`config.mk`:
```
export PLATFORM = sky130hd
export DESIGN_NAME = ysyx_22050243_lsu
export DESIGN_NICKNAME = d
export VERILOG_FILES = /design/src/rtl/ysyx_22050243_pkg.sv /design/src/rtl/ysyx_22050243_lsu_align.sv /design/src/rtl/ysyx_22050243_lsu.sv
export SDC_FILE = /design/constraint.sdc
export NUM_CORES = 1
export LEC_CHECK = 0
export CORE_MARGIN = 3
export CORE_UTILIZATION = 30
export CTS_BUF_LIST = sky130_fd_sc_hd__clkbuf_8
export DETAILED_ROUTE_END_ITERATION = 6
export GPL_TIMING_DRIVEN = 0
export PLACE_DENSITY = 0.59
export SETUP_SLACK_MARGIN = 0.5
export SYNTH_ARGS = -nofsm -noshare
export SYNTH_HDL_FRONTEND = slang
export SYNTH_SLANG_ARGS = --single-unit
```
`constraint.sdc`:
```
create_clock -name clk -period 2.4 [get_ports clk]
set_clock_uncertainty 0.05 [all_clocks]
set_input_delay 0.36 -clock clk [delete_from_list [all_inputs] [get_ports clk]]
set_output_delay 0.36 -clock clk [all_outputs]
set_load 0.03 [all_outputs]
```
`src/rtl/ysyx_22050243_pkg.sv`:
```
// Shared definitions for the load/store unit: funct3 encodings, FSM states
// and the access-size byte mask helper.
package ysyx_22050243_pkg;

  localparam logic [2:0] FUNCT3_B  = 3'b000;
  localparam logic [2:0] FUNCT3_H  = 3'b001;
  localparam logic [2:0] FUNCT3_W  = 3'b010;
  localparam logic [2:0] FUNCT3_D  = 3'b011;
  localparam logic [2:0] FUNCT3_BU = 3'b100;
  localparam logic [2:0] FUNCT3_HU = 3'b101;
  localparam logic [2:0] FUNCT3_WU = 3'b110;

  typedef enum logic [1:0] {
    IDLE = 2'd0,
    MEM  = 2'd1,
    RESP = 2'd2
  } lsu_state_e;

  // Right-aligned byte-lane mask for an access size (funct3[1:0]).
  function automatic logic [7:0] size_mask(input logic [1:0] size);
    case (size)
      2'b00:   size_mask = 8'h01;
      2'b01:   size_mask = 8'h03;
      2'b10:   size_mask = 8'h0F;
      default: size_mask = 8'hFF;
    endcase
  endfunction

endpackage

```
`src/rtl/ysyx_22050243_lsu_align.sv`:
```
// Alignment check, byte-lane write mask and lane shift amount for one access.
// Shared by the store and load paths.
module ysyx_22050243_lsu_align
  import ysyx_22050243_pkg::*;
(
  input  logic [2:0] funct3,
  input  logic [2:0] addr_lo,
  output logic       misalign,
  output logic [7:0] wmask,
  output logic [5:0] shamt
);

  always_comb begin
    misalign = 1'b0;
    case (funct3[1:0])
      2'b01:   misalign = addr_lo[0];
      2'b10:   misalign = |addr_lo[1:0];
      2'b11:   misalign = |addr_lo;
      default: misalign = 1'b0;
    endcase
    // 111 has no legal meaning; it sizes as D but is always rejected.
    if (funct3 == 3'b111) misalign = 1'b1;
  end

  assign wmask = size_mask(funct3[1:0]) << addr_lo;
  assign shamt = {addr_lo, 3'b000};

endmodule

```
`src/rtl/ysyx_22050243_lsu.sv`:
```
// Load/store unit: one outstanding access, IDLE -> MEM -> RESP, with lane
// shifting/masking for stores and lane extraction plus extension for loads.
module ysyx_22050243_lsu
  import ysyx_22050243_pkg::*;
#(
  parameter int ADDR_W = 64,
  parameter int DATA_W = 64
) (
  input  logic                  clk,
  input  logic                  rst_n,
  input  logic                  req_valid,
  output logic                  req_ready,
  input  logic                  req_is_store,
  input  logic [2:0]            req_funct3,
  input  logic [ADDR_W-1:0]     req_addr,
  input  logic [DATA_W-1:0]     req_wdata,
  output logic                  data_r_en,
  output logic                  data_w_en,
  output logic [DATA_W/8-1:0]   data_wmask,
  output logic [ADDR_W-1:0]     data_addr,
  output logic [DATA_W-1:0]     data_w,
  input  logic [DATA_W-1:0]     data_r,
  input  logic                  mem_rsp_valid,
  output logic                  rsp_valid,
  input  logic                  rsp_ready,
  output logic [DATA_W-1:0]     rsp_rdata,
  output logic                  rsp_misalign
);

  localparam int LANES = DATA_W / 8;

  lsu_state_e  state_reg;
  logic [2:0]  funct3_reg;
  logic [5:0]  shamt_reg;

  logic        align_misalign;
  logic [7:0]  align_wmask;
  logic [5:0]  align_shamt;
  logic        reject;
  logic [DATA_W-1:0] lane_bits;
  logic [DATA_W-1:0] load_shifted;
  logic [DATA_W-1:0] load_ext;

  ysyx_22050243_lsu_align u_align (
    .funct3   (req_funct3),
    .addr_lo  (req_addr[2:0]),
    .misalign (align_misalign),
    .wmask    (align_wmask),
    .shamt    (align_shamt)
  );

  // Unsigned funct3 encodings have no store meaning and are rejected like 111.
  assign reject = align_misalign | (req_is_store & req_funct3[2]);

  generate
    for (genvar gi = 0; gi < LANES; gi++) begin : g_lane
      assign lane_bits[gi*8 +: 8] = {8{align_wmask[gi]}};
    end
  endgenerate

  assign load_shifted = data_r >> shamt_reg;

  always_comb begin
    load_ext = '0;
    case (funct3_reg[1:0])
      2'b00:   load_ext = funct3_reg[2] ? {{(DATA_W-8){1'b0}},  load_shifted[7:0]}
                                        : {{(DATA_W-8){load_shifted[7]}},   load_shifted[7:0]};
      2'b01:   load_ext = funct3_reg[2] ? {{(DATA_W-16){1'b0}}, load_shifted[15:0]}
                                        : {{(DATA_W-16){load_shifted[15]}}, load_shifted[15:0]};
      2'b10:   load_ext = funct3_reg[2] ? {{(DATA_W-32){1'b0}}, load_shifted[31:0]}
                                        : {{(DATA_W-32){load_shifted[31]}}, load_shifted[31:0]};
      default: load_ext = load_shifted;
    endcase
  end

  always_ff @(posedge clk or negedge rst_n) begin
    if (!rst_n) begin
      state_reg    <= IDLE;
      funct3_reg   <= 3'b000;
      shamt_reg    <= 6'd0;
      req_ready    <= 1'b0;
      data_r_en    <= 1'b0;
      data_w_en    <= 1'b0;
      data_wmask   <= '0;
      data_addr    <= '0;
      data_w       <= '0;
      rsp_valid    <= 1'b0;
      rsp_rdata    <= '0;
      rsp_misalign <= 1'b0;
    end else begin
      case (state_reg)
        IDLE: begin
          if (req_valid && req_ready) begin
            req_ready  <= 1'b0;
            funct3_reg <= req_funct3;
            shamt_reg  <= align_shamt;
            if (reject) begin
              state_reg    <= RESP;
              rsp_valid    <= 1'b1;
              rsp_misalign <= 1'b1;
              rsp_rdata    <= '0;
            end else begin
              state_reg    <= MEM;
              rsp_misalign <= 1'b0;
              data_addr    <= {req_addr[ADDR_W-1:3], 3'b000};
              if (req_is_store) begin
                data_w_en  <= 1'b1;
                data_wmask <= align_wmask;
                data_w     <= (req_wdata << align_shamt) & lane_bits;
              end else begin
                data_r_en  <= 1'b1;
              end
            end
          end else begin
            req_ready <= 1'b1;
          end
        end
        MEM: begin
          if (data_w_en) begin
            data_w_en  <= 1'b0;
            data_wmask <= '0;
            data_w     <= '0;
            rsp_rdata  <= '0;
            rsp_valid  <= 1'b1;
            state_reg  <= RESP;
          end else if (mem_rsp_valid) begin
            data_r_en <= 1'b0;
            rsp_rdata <= load_ext;
            rsp_valid <= 1'b1;
            state_reg <= RESP;
          end
        end
        RESP: begin
          if (rsp_ready) begin
            rsp_valid <= 1'b0;
            req_ready <= 1'b1;
            state_reg <= IDLE;
          end
        end
        default: state_reg <= IDLE;
      endcase
    end
  end

endmodule

```
==> impl_metrics.toml <==
[drt]
drt-met1-wl_mm = 22.4
wl_per_cell_um = 24.5
dr.pass1.iters = 5
dr_wl_met2_mm = 25.4
met3_wirelength_mm = 4.25
initialDrtViolationCount = 993
drcViolationCount = 0
vias_per_cell = 5.33
dr.max_layer_used = "met5"
vias = 11700
routed_wl_mm = 53.8
ant_nets = 0

[layout]
regArea_um2 = 5260
top_regs = "data_w (64), rsp_rdata (64), data_addr (61)"
layout.nets = 1859
drive_gt1_frac = 0.325
mostFrequentLayoutCell = "dfrtp_1"
post-route-cell-area_um2 = 20700
final_util = 0.547
area_delta_synth_final_pct = 78.7
finalNonFillerCells = 2197
multi_input_area_um2 = 7230
fill_cells = 3330
final_cell_mix = "207 x dfrtp_1, 193 x clkdlybuf4s50_1, 134 x dlymetal6s2s_1, 70 x nand2_1, 70 x mux2i_1"

[floorplan]
design.core.area_um2 = 37900
die_x_um = 203
start_util = 0.306
boundaryPins = 406
die_y_um = 203
rows = 71
dieArea_um2 = 41100

[sta]
timing.hold.ws_ns = 0.0757
finalSetupViolCount = 0
hold_violations = 0
slew_headroom = 0.266
slew_viol_final = 0
setup_tns_ns = 0
fin_crit_sh = 0.965
rsz0062_at_grt = "true"
period_minus_slack_ns = 2.32
fmax_mhz = 432
fin_ws_ns = 0.0831
tightest_slew_ns = 1.10

[worst_hold_path]
hold_depth = 2
hold_path.class = "in2reg"
min_to = "funct3_reg[2]$_DFFE_PN0P_"
hp-start = "req_funct3[2]"

[clocking]
clock-sinks = 210
insertion_delay_ns = 0.58
numCtsBuffers = 40
cts_buffer_depth = 3
clk_pin_slew_ns = 0.06
cts-root-buf = "clkbuf_8"
cts.htree.levels = 2
cts_tree = "done"

[global_route]
grt_pass1_vias = 12200
grt_start_max_net_pins = 115
antenna_found_initial = 4
grt_util_all_layers = 0.252
grt_pass1_wl_mm = 79.0
gr-total-overflow = 0

[pwr]
power.leakage_nw = 10.9
p_total_mw = 25.7
pwr_density_cell_nw_per_um2 = 1240
ir_worst_vdd_v = 0.000484

[synth]
synth_area_leaders = "dfrtp_1 45%, mux2_2 9.6%, mux2i_1 8.6%, mux4_2 3.9%, nand2_1 3.9%"
yosys_most_used_dff = "dfrtp_1"
synthCells = 1115
yosysWarnings = 0
synth_top_cell_area_share = 0.453
synth_area_leader_cell = "dfrtp_1"
ys_ff_latch = 210
synthArstFlopShare = 1.00
ys_seq_area_frac = 0.453
ys_types = 58
synth_edf_count = 0
avgSynthCellArea_um2 = 10.4
synth.cell_area_um2 = 11600

[placement]
port_buffers = 400
place_ws_ns = -0.812
post-place-cells = 2030
place_congestion = 0.976
place.detailed.hpwl_mm = 39.1
place_area_um2 = 16800

[critical_path]
r2r_end = "rsp_rdata[54]$_DFFE_PN0P_"
worst-setup-path-type = "reg2reg"
cp.required_ns = 2.83
cp-end-kind = "register"
startpoint_type = "register"
timing.rr.start = "funct3_reg[1]$_DFFE_PN0P_"
reg2reg_slack_ns = 0.08
crit_fanout = 10
worstPathArrival_ns = 2.74
worstRegToRegCells = 8

[run]
drv_cap = 0

[run_status]
status = "completed"
-- synthesized netlist by cell type (all sizes together) (20+ instances only) --
cell type and number:
nand2 121, a22o 36, buf 55, clkbuf 44, dfrtp 210, a32o 23
o21ai 99, mux2i 100, nor2 66, mux2 99, a21oi 71, mux4 20
o31ai 34
-- area by class of cell --
type / instances / area share
Multi-Input combinational cell: 799 / 0.349
Timing Repair Buffer: 496 / 0.271
Sequential cell: 210 / 0.254
Buffer: 99 / 0.0533
Clock buffer: 51 / 0.0339
Tap cell: 511 / 0.0308
Clock inverter: 19 / 0.00700
Inverter: 9 / 0.00163
Antenna cell: 3 / 0.000362
-- per-layer routing --
metal,vias up,track usage
met5,-,0
met4,2,0.0851
met3,114,0.0656
met2,547,0.406
met1,5808,0.330
li1,5239,-
-- worst max-delay path by stage --
stage | startpoint | cells past startpoint | slack [ns] | to
floorplan | state_reg[1]$_DFFE_PN0P_ | 10 | 0.26 | data_w[26]$_DFFE_PN0P_
global placement | rst_n | 1 | -9.19 | req_ready$_DFFE_PN0P_
detailed placement | req_addr[0] | 8 | -0.81 | data_w[37]$_DFFE_PN0P_
CTS | shamt_reg[3]$_DFFE_PN0P_ | 8 | 0.11 | rsp_rdata[46]$_DFFE_PN0P_
global route | shamt_reg[4]$_DFFE_PN0P_ | 9 | 0.03 | rsp_rdata[46]$_DFFE_PN0P_
finish | funct3_reg[1]$_DFFE_PN0P_ | 8 | 0.08 | rsp_rdata[54]$_DFFE_PN0P_
-- worst max-delay path, stage by stage (launching register included) --
cell and delay, ns:
dfrtp_1 0.39, clkbuf_2 0.23, and3b_1 0.26, a32oi_4 0.21, o21ai_2 0.11, or3_4 0.43, buf_12 0.17, clkbuf_16 0.16
a32o_1 0.21
-- power breakdown --
part,total [mW],switching (mW),internal (mW)
Sequential,5.95,1.00,4.95
Combinational,16.0,8.54,7.45
Clock,3.79,1.66,2.13
-- kinds of logic after synthesis --
family	Yosys count	synth area share
AO/OA/AOI/OAI	317	0.179
adder cells (fa/ha/maj)	3	0.00324
buffers and inverters	108	0.0414
flip-flops	210	0.453
multiplexers	219	0.221
other	1	0.000323
AND/OR/NAND/NOR	257	0.102
-- timing repair --
action | 4_1_cts | 5_1_grt
pin swaps | 84 | 29
gates cloned | 22 | 2
resized for setup | 402 | 251
endpoints found under the setup margin | 402 | 338
endpoints found under the hold margin | 127 | 0
hold buffers | 1 | 0
setup buffers | 55 | 14
(Power assumes the default switching activity.)
==> edit 1: new RTL, same settings <==
`ADDR_W`: 64 -> 128.
--- a/src/rtl/ysyx_22050243_lsu.sv
+++ b/src/rtl/ysyx_22050243_lsu.sv
@@ -5,3 +5,3 @@
 #(
-  parameter int ADDR_W = 64,
+  parameter int ADDR_W = 128,
   parameter int DATA_W = 64
Interface: changed (resized data_addr and req_addr); port bits go from 406 to 534. No check against the original RTL was run, so the function may have changed too.
==> edit 1 against the unedited design <==
Area after synthesis up 20%; via count up 17%; routed wire length up 26%; final area up 19%; total power up 25%; worst setup slack worse by 18 ps; cell count up 17%; sequential cell count up 64; critical path type unchanged; largest cell class is now buffers; highest routed layer is now met4.
==> edit 1: results (changes against the unedited design) <==
final_layout:
  num-nets-final: 2215  # +19%
  drive_gt1_share_pct: 30.33  # -2.2 points
  fin_cells: 2580  # +17%
  reg.largest.list: "data_addr x125, data_w x64, rsp_rdata x64"
grt:
  grt_use_total_pct: 25.57  # +0.39 points
  grt_antenna_before_repair: 2  # -2
  grt_pass1_vias: 14050  # +15%
placement:
  pre_cts_ws_ps: -923.0  # -110.9 ps
  io_buffer_count: 528  # +32%
  gp_congestion: 0.9744  # -0.16%
  dp_hpwl_mm: 49.52  # +27%
  dp_cells: 2382  # +17%
sta:
  whs_ps: 263.5  # +187.7 ps
  slew_headroom_pct: 42.87  # +16 points
  post-route-period-util_pct: 97.28  # +0.74 points
outcome:
  status: "complete, no violations"
worst_setup_path:
  r2r-end: "rsp_rdata[38]$_DFFE_PN0P_"
  slowest_delay_ps: 400  # -30 ps
  r2r-start: "shamt_reg[3]$_DFFE_PN0P_"
power:
  seq-power_mw: 7.87  # +32%
  pg_comb_mw: 19.8  # +24%
  total_power_mw: 32.09  # +25%
  leakage_nw: 11.35  # +4.1%
  peakVddDrop_uv: 670.6  # +39%
  internal_power_mw: 18.33  # +26%
synthesis:
  synthAdderAreaFrac_pct: 0.2697  # -0.054 points
  synth_common_cells: "dfrtp_1, mux2_2, nand2_1"
  synth_compound_area_share_pct: 15.02  # -2.9 points
  synthMuxAreaShare_pct: 23.54  # +1.4 points
  synth_area_leaders: "dfrtp_1, mux2_2, mux2i_1"
  syn_inst: 1250  # +12%
  ys_seq_area_share_pct: 49.27  # +4.0 points
detailed_routing:
  route.detailed.vias_per_inst: 5.331  # about the same
  wl_per_cell_um: 26.26  # +7.2%
hold_path:
  hp-start: "req_addr[1]"
  hold_depth: 5  # +3
clocking:
  cts-buffers-inserted: 51  # +28%
  clock_latency_ps: 640  # +60 ps
  clk_pin_slew_worst_paths_ps: 70
-- edit 1: cell count changes after synthesis, moves of 2 or more --
cell / before / now
buf_4: 4 / 6
o21ai_1: 23 / 9
o21ai_0: 76 / 92
or4_4: 2 / 0
nand2_1: 120 / 123
nor2_1: 66 / 63
mux2_2: 99 / 162
dfrtp_1: 210 / 274
nor3_1: 2 / 4
buf_6: 2 / 0
clkbuf_1: 44 / 50
-- edit 1: logic make-up (layout without fill, tap and decap cells) --
| kind of cell | after synthesis | count (layout) |
|---|---|---|
| AOI/OAI and AO/OA | 319 | 321 |
| muxes | 282 | 282 |
| DFF | 274 | 274 |
| adders and majority gates | 3 | 3 |
| and+or+nand+nor | 256 | 256 |
| buffers and inverters | 115 | 839 |
| other | 1 | 5 |
-- edit 1: what timing repair did --
action	4_1_cts	5_1_grt
gates cloned	9	22
setup endpoints to repair	530	583
pin swaps	21	67
resized for setup	181	401
buffers inserted	33	47
hold buffers	1	0
endpoints found under the hold margin	102	0
-- edit 1: layer usage --
metal,routed length [µm],GRT usage (%),vias up
li1,-,-,6036
met1,27200,32.25,6907
met2,32910,42.46,668
met3,5135,6.461,144
met4,2507,9.514,0
met5,0,0,-
-- edit 1: cell type report --
class | count | area, µm² | share of cell area [%]
antenna | 2 | 5.005 | 0.02026
tap | 600 | 750.7 | 3.038
inverter | 10 | 38.79 | 0.1570
timing repair buffer | 640 | 6984 | 28.27
sequential | 274 | 6858 | 27.76
multi-input combinational | 865 | 7911 | 32.02
clock inverter | 26 | 156.4 | 0.6330
clock buffer | 58 | 798.3 | 3.231
buffer | 105 | 1205 | 4.877
-- edit 1: worst max-delay path, delay by kind of cell, from the launching register on --
kind                   cells  cell delay, ps
muxes                      1             310
AOI/OAI and AO/OA          3             610
DFF                        1             390
and+or+nand+nor            1             400
buffers and inverters      3             440
==> edit 2: new RTL, config.mk and constraints unchanged <==
Made on the original files. The 3 states of `lsu_state_e` get a one-hot encoding in 3 bits.
--- a/src/rtl/ysyx_22050243_pkg.sv
+++ b/src/rtl/ysyx_22050243_pkg.sv
@@ -12,6 +12,6 @@
 
-  typedef enum logic [1:0] {
-    IDLE = 2'd0,
-    MEM  = 2'd1,
-    RESP = 2'd2
+  typedef enum logic [2:0] {
+    IDLE = 3'b001,
+    MEM  = 3'b010,
+    RESP = 3'b100
   } lsu_state_e;
Check against the original RTL: same outputs for any inputs over 4 cycles, from zero or initial values and one cycle with rst_n low; so few cycles prove little.
==> edit 2 against the unedited design <==
Sequential cell count grew 1; final area is 0.18% lower; area after synthesis is 2.8% higher; sequential share of layout area grew 0.17 points; worst setup slack lost 19 ps; total power fell by 3.9%; routed wire length grew 2.3%; largest cell class unchanged; highest routed layer unchanged.
==> edit 2: results (changes against the unedited design) <==
outcome:
  status: "complete, no violations"
grt:
  use_met2_pct: 38.60  # -2.0 points
  grt_pass1_vias: 11860  # -2.8%
  grt_use_total_pct: 24.43  # -0.75 points
  grt_pass1_wl_mm: 77.51  # -1.9%
final_layout:
  fin_cells: 2175  # -1.0%
  clkCellAreaFrac_pct: 4.219  # +0.13 points
  drive_gt1_share_pct: 34.46  # +2.0 points
  n_fill_cell: 3355  # +0.75%
  inverters: 10  # +1
  multiInputCombCellCount: 785  # -1.8%
  num-nets-final: 1830  # -1.6%
  utilization_pct: 53.19  # -1.5 points
  buf_share_pct: 32.23  # -0.17 points
detailed_routing:
  wl_per_cell_um: 25.32  # +3.4%
worst_setup_path:
  rrSetupSlack_ps: 60  # -20 ps
  reg2reg_depth: 10  # +2
hold_path:
  hp-start: "req_funct3[0]"
  min_to: "funct3_reg[0]$_DFFE_PN0P_"
sta:
  period_needed_ps: 2336  # +18.75 ps
clocking:
  cts_resized: 236  # -41%
  post_cts_buffers: 45  # -18%
synthesis:
  ys_seq_area_share_pct: 44.29  # -1.0 points
  syn_area_um2: 11920  # +2.8%
  synth_common_cells: "dfrtp_1, nand2_1, o21ai_0"
  synth_cell_types: 60  # +3.4%
placement:
  dp_hpwl_mm: 39.05  # about the same
  gp_congestion: 0.9244  # -5.3%
  io_buffer_count: 399  # -0.25%
power:
  leakage_nw: 11.59  # +6.4%
-- edit 2: cell types whose count changed in the layout (fill, tap and decap cells not counted), moves of 15 or more --
cell            unedited run  this run
o31ai_2                    8        28
mux2i_2                   20         5
mux4_2                    20        35
a22o_1                    35        11
dlymetal6s2s_1           134       202
a21oi_1                   67        50
dlygate4sd2_1             63         0
a22oi_1                    1        26
nor2_1                    66        48
-- edit 2: kinds of logic (layout without fill, tap and decap cells) --
family          Yosys count  count (layout)  share of synthesized area (%)
simple gates            251             253                          9.035
flops                   211             211                          44.29
mux                     210             210                          24.27
buf+inv                  99             658                          4.260
other cells               1               6                        0.03145
compound gates          319             319                          18.11
-- edit 2: critical path, stage by stage, from the launching register on --
cell and delay, ps:
dfrtp_1 380, buf_6 150, buf_6 120, mux2i_1 120, a22oi_2 190, or4b_4 490, and4_4 210, buf_6 130
buf_12 120, buf_4 120, o31ai_2 180
-- edit 2: where the power goes --
part	internal (mW)	switching, mW
sequential	4.81	0.863
combinational	7.04	8.05
clock	2.31	1.64
